==> src/rtl/ntt_pkg.sv <==
// Shared NTT constants: modulus and delay-line word geometry.
// Latency: none (constants only).
// Backpressure: not applicable.
package ntt_pkg;

    localparam int unsigned Q      = 32'd8380417;
    localparam int          COEF_W = 24;
    localparam int          LANES  = 4;
    localparam int          WORD_W = LANES * COEF_W;

endpackage

==> src/rtl/ntt_coef_packer.sv <==
// Packs four coefficient lanes (lane 0 in the LSBs) into one word for the delay line.
// Latency: word_valid_o rises 1 cycle after the accept that closes a word.
// Backpressure: coef_ready_o = !word_valid_o | word_ready_i; a held word stalls input.
// Optional range check: define NTT_PACK_RANGECHK_EN for a sticky err_o on coef_i >= Q.
module ntt_coef_packer #(
    parameter int N_COEF = 256,
    parameter int COEF_W = ntt_pkg::COEF_W
) (
    input  logic                               clk,
    input  logic                               rst,
    input  logic [COEF_W-1:0]                  coef_i,
    input  logic                               coef_valid_i,
    input  logic                               coef_last_i,
    output logic                               coef_ready_o,
    output logic [ntt_pkg::LANES*COEF_W-1:0]   word_o,
    output logic                               word_valid_o,
    input  logic                               word_ready_i,
    output logic                               word_last_o,
    output logic                               err_o
);

    localparam int WORD_W = ntt_pkg::LANES * COEF_W;
    localparam int CNT_W  = $clog2(N_COEF);

    logic [1:0]        lane_q, lane_d;
    logic [CNT_W-1:0]  cnt_q, cnt_d;
    logic [WORD_W-1:0] buf_q, buf_d;
    logic [WORD_W-1:0] word_q, word_d;
    logic              word_vld_q, word_vld_d;
    logic              word_last_q, word_last_d;

    logic              accept;
    logic              close_poly;
    logic              close_word;
    logic [WORD_W-1:0] assembled;

    assign coef_ready_o = !word_vld_q | word_ready_i;
    assign accept       = coef_valid_i & coef_ready_o;
    assign word_o       = word_q;
    assign word_valid_o = word_vld_q;
    assign word_last_o  = word_last_q;

    // Lane insertion, word closing and output-register next state.
    always_comb begin
        lane_d      = lane_q;
        cnt_d       = cnt_q;
        buf_d       = buf_q;
        word_d      = word_q;
        word_vld_d  = word_vld_q;
        word_last_d = word_last_q;

        close_poly = coef_last_i | (cnt_q == CNT_W'(N_COEF - 1));
        close_word = (lane_q == 2'd3) | close_poly;

        // Buffer is cleared on every close, so lanes above the current one
        // are already zero when a polynomial ends early.
        assembled = buf_q;
        assembled[lane_q*COEF_W +: COEF_W] = coef_i;

        if (word_vld_q && word_ready_i) begin
            word_vld_d  = 1'b0;
            word_last_d = 1'b0;
        end

        if (accept) begin
            if (close_word) begin
                buf_d       = '0;
                word_d      = assembled;
                word_vld_d  = 1'b1;
                word_last_d = close_poly;
            end else begin
                buf_d = assembled;
            end

            if (close_poly) begin
                lane_d = 2'd0;
                cnt_d  = '0;
            end else begin
                lane_d = lane_q + 2'd1;
                cnt_d  = cnt_q + CNT_W'(1);
            end
        end
    end

    // Assembly state and output register.
    always_ff @(posedge clk or posedge rst) begin
        if (rst) begin
            lane_q      <= 2'd0;
            cnt_q       <= '0;
            buf_q       <= '0;
            word_q      <= '0;
            word_vld_q  <= 1'b0;
            word_last_q <= 1'b0;
        end else begin
            lane_q      <= lane_d;
            cnt_q       <= cnt_d;
            buf_q       <= buf_d;
            word_q      <= word_d;
            word_vld_q  <= word_vld_d;
            word_last_q <= word_last_d;
        end
    end

`ifdef NTT_PACK_RANGECHK_EN
    logic err_q, err_d;

    // Sticky flag: any accepted coefficient outside [0, Q) sets it until reset.
    always_comb begin
        err_d = err_q | (accept & (coef_i >= COEF_W'(ntt_pkg::Q)));
    end

    // Error flag register.
    always_ff @(posedge clk or posedge rst) begin
        if (rst) begin
            err_q <= 1'b0;
        end else begin
            err_q <= err_d;
        end
    end

    assign err_o = err_q;
`else
    assign err_o = 1'b0;
`endif

endmodule

==> config.mk <==
export PLATFORM = sky130hd
export DESIGN_NAME = ntt_coef_packer
export DESIGN_NICKNAME = d
export VERILOG_FILES = /design/src/rtl/ntt_pkg.sv /design/src/rtl/ntt_coef_packer.sv
export SDC_FILE = /design/constraint.sdc
export NUM_CORES = 1
export LEC_CHECK = 0
export BUFFER_PORTS_ARGS = -buffer_cell sky130_fd_sc_hd__buf_4
export CORE_ASPECT_RATIO = 1.4
export CORE_MARGIN = 2
export CORE_UTILIZATION = 30
export CTS_CLUSTER_DIAMETER = 50
export DETAILED_ROUTE_END_ITERATION = 7
export HOLD_SLACK_MARGIN = 0.06
export MAX_ROUTING_LAYER = met4
export PLACE_DENSITY_LB_ADDON = 0.12
export SETUP_SLACK_MARGIN = 0.3
export SYNTH_ARGS = -nofsm -noshare
export SYNTH_HDL_FRONTEND = slang
export SYNTH_SLANG_ARGS = --single-unit
==> constraint.sdc <==
create_clock -name clk -period 17.2 [get_ports clk]
set_input_delay 0.86 -clock clk [delete_from_list [all_inputs] [get_ports clk]]
set_output_delay 0.86 -clock clk [all_outputs]
set_load 0.01 [all_outputs]
==> out/results.ini <==
[placement]
post-place-ws_ps=12910
port_buffers=127
dp_hpwl_um=20140
gp_congestion=0.7529

[sta]
period_share_pct=25.09
fin_tns_setup_ps=0
tightestPinTransition_ps=1051
slew_violations=0
period_minus_slack_ps=4315
final-setup-viol-count=0
slew_headroom_pct=29.48
finalHoldViolCount=0
rsz0062_at_grt=false
fmaxAchievable_ghz=0.2318
worst_slack_ps=12890
skew_ps=15.87

[floorplan]
die_area_mm2=0.03256
start_util_pct=30.39
die_x_um=153.1
fp-row-count=76
core_mm2=0.03071
boundaryPins=129
die_y_um=212.7

[synth]
ys_types=61
ys_top_cells_by_area=dfrtp_1 (55%), a22o_1 (6.2%), o21ai_0 (5.4%), a21oi_1 (3.3%), mux2i_1 (2.6%)
yosysWarnings=0
syn_inst=841
synth_top_cell_area_share_pct=54.68
async_reset_ff_share_pct=100.0
yosysTopAreaCell=dfrtp_1
yosys_register_bits=204
synth_edf_count=0
syn_area_per_cell_um2=11.10
synth_nets=877
ys.flop_type=dfrtp_1
syn_area_mm2=0.009335
yosysSeqAreaShare_pct=54.68

[power]
power_density_mw_per_mm2=120.4
power.leakage_nw=5.026
irDropWorstVdd_uv=47.18

[setup_path]
r2r_slack_ps=12890
timing.rr.end=buf_q[81]$_DFFE_PP0P_
cp_max_fo=49
rr_startpoint=lane_q[0]$_DFFE_PP0P_
endpoint_kind=register
cp.required_ps=17660
slowest_stage=dfrtp_2
cp.arrival_ps=4770
worstPathCellList=inv_1 -> ha_1 -> nor4b_4 -> and2_1 -> nor3b_4 -> a22o_1
critical_path_class=register to register
startpoint_type=register
rr_worst_depth=6
slowest_delay_ps=1040

[flow_run]
cap_violations=0

[detailed_routing]
routed_wl_um=30860
vias=7345
drtAntennaViolNets=0
drt_iter0_drc=523
drc=0
dr.pass1.iters=7
post_drt_wl_per_cell_um=22.99
via_per_inst=5.473

[finish]
diodes=0
layout_common_cells=dfrtp_1 (203), buf_4 (140), o21ai_0 (100)
final_common_cell=dfrtp_1
nFillCells=3110
fin_nets=970
drive_above_1_share_pct=23.21
syn_to_final_growth_pct=22.10

[clocking]
ctsResizeCount=0
cts_buffers=24
clk_path_buf_depth=3
cts.htree.levels=1
cts.sinks=204
clkLatencyLatePin_ps=520
postCtsSetupBuffers=0
cts-root-buf=clkbuf_16
hold_buffers=0
clkTransAtPathRegs_ps=60
cts_tree=built

[global_route]
track_usage_pct=19.22
grt_overflow=0
antenna_found_initial=0
grt_start_max_net_pins=138
grt_pass1_wl_um=47420
grt_pass1_vias=7509

[hold_path]
holdPathEnd=buf_q[24]$_DFFE_PP0P_
hold_start=buf_q[24]$_DFFE_PP0P_
hold_depth=1
min_path_type=register to register

[outcome]
status=complete, no violations

registers in the layout, summed over array words and instances (netlist names):
signal	flops
buf_q	96
word_last_o	1
lane_q	2
cnt_q	8
word_valid_o	1
word_o	96
per-stage QoR:
stage,instance area [µm²],hold WS [ps],total power [mW],utilization (%),instances
floorplan,9335,449.5,0.7300,-,841
global placement,10580,467.2,0.8591,34.45,1298
detailed placement,10580,470.5,0.8599,34.45,1298
CTS,11400,486.7,1.389,37.11,1342
global route,11400,501.5,1.438,37.11,1342
finish,11400,488.2,1.372,37.11,1342
synth_stat cells (3+ instances only):
cell / count
clkbuf_1: 42
buf_2: 22
a21oi_1: 62
mux2i_1: 24
or3_1: 3
inv_1: 13
nor2_1: 28
a31oi_1: 14
nand3_1: 3
nand4_1: 4
a32o_1: 21
o21ai_1: 7
o21ai_0: 100
a22o_1: 66
nor2b_1: 23
a22oi_1: 24
dfrtp_1: 204
xor2_1: 4
buf_4: 7
mux2_2: 19
o2bb2ai_1: 26
nor4bb_1: 9
a221o_1: 7
a222oi_1: 10
and2_1: 12
nand2_1: 39
ha_1: 7
metal layers:
| metal | track usage [%] | share of wire [%] | vias up |
|---|---|---|---|
| met5 | - | 0 | - |
| met4 | 5.204 | 2.2 | 0 |
| met3 | 2.212 | 3.9 | 41 |
| met2 | 31.13 | 49 | 179 |
| met1 | 25.76 | 45 | 3771 |
| li1 | - | - | 3354 |
logic make-up (layout without fill, tap and decap cells):
group,after synthesis,after routing,share of synthesized area (%)
simple gates,146,146,9.288
flops,204,204,54.68
compound gates,347,347,25.57
fa+ha+maj,7,7,0.9382
other cells,1,1,0.04017
mux,44,44,4.986
buf+inv,88,199,4.115
xor+xnor,4,4,0.3752
layout make-up:
cell class                      count  area (µm²)  share of cell area, %
Clock inverter                     12       106.4                 0.9330
Inverter                           15       63.81                 0.5598
Clock buffer                       32       711.9                  6.246
Timing Repair Buffer              140        1051                  9.221
Multi-Input combinational cell    549        3871                  33.96
Sequential cell                   204        5106                  44.80
Tap cell                          390       488.0                  4.281
how the worst max path moves through the flow:
stage | start | to | cells after the start
after global placement | lane_q[0]$_DFFE_PP0P_ | buf_q[83]$_DFFE_PP0P_ | 6
after detailed placement | lane_q[0]$_DFFE_PP0P_ | buf_q[81]$_DFFE_PP0P_ | 6
final | lane_q[0]$_DFFE_PP0P_ | buf_q[81]$_DFFE_PP0P_ | 6
after global routing | lane_q[0]$_DFFE_PP0P_ | buf_q[84]$_DFFE_PP0P_ | 6
after CTS | lane_q[0]$_DFFE_PP0P_ | buf_q[81]$_DFFE_PP0P_ | 6
after floorplan | rst | buf_q[0]$_DFFE_PP0P_ | 1
critical path: cells and delay by family, from the launching register on:
kind,cells,cell delay (ps)
fa+ha+maj,1,680
buf+inv,1,280
compound gates,1,190
simple gates,3,2040
flops,1,1040
where the power goes:
group / internal (mW) / leakage [nW] / total (mW) / switching, mW
Combinational: 0.108 / 1.84 / 0.290 / 0.182
Clock: 0.308 / 0.408 / 0.524 / 0.216
Sequential: 0.525 / 2.78 / 0.558 / 0.0332
Total: 0.940 / 5.03 / 1.37 / 0.432
(Power assumes the default switching activity.)
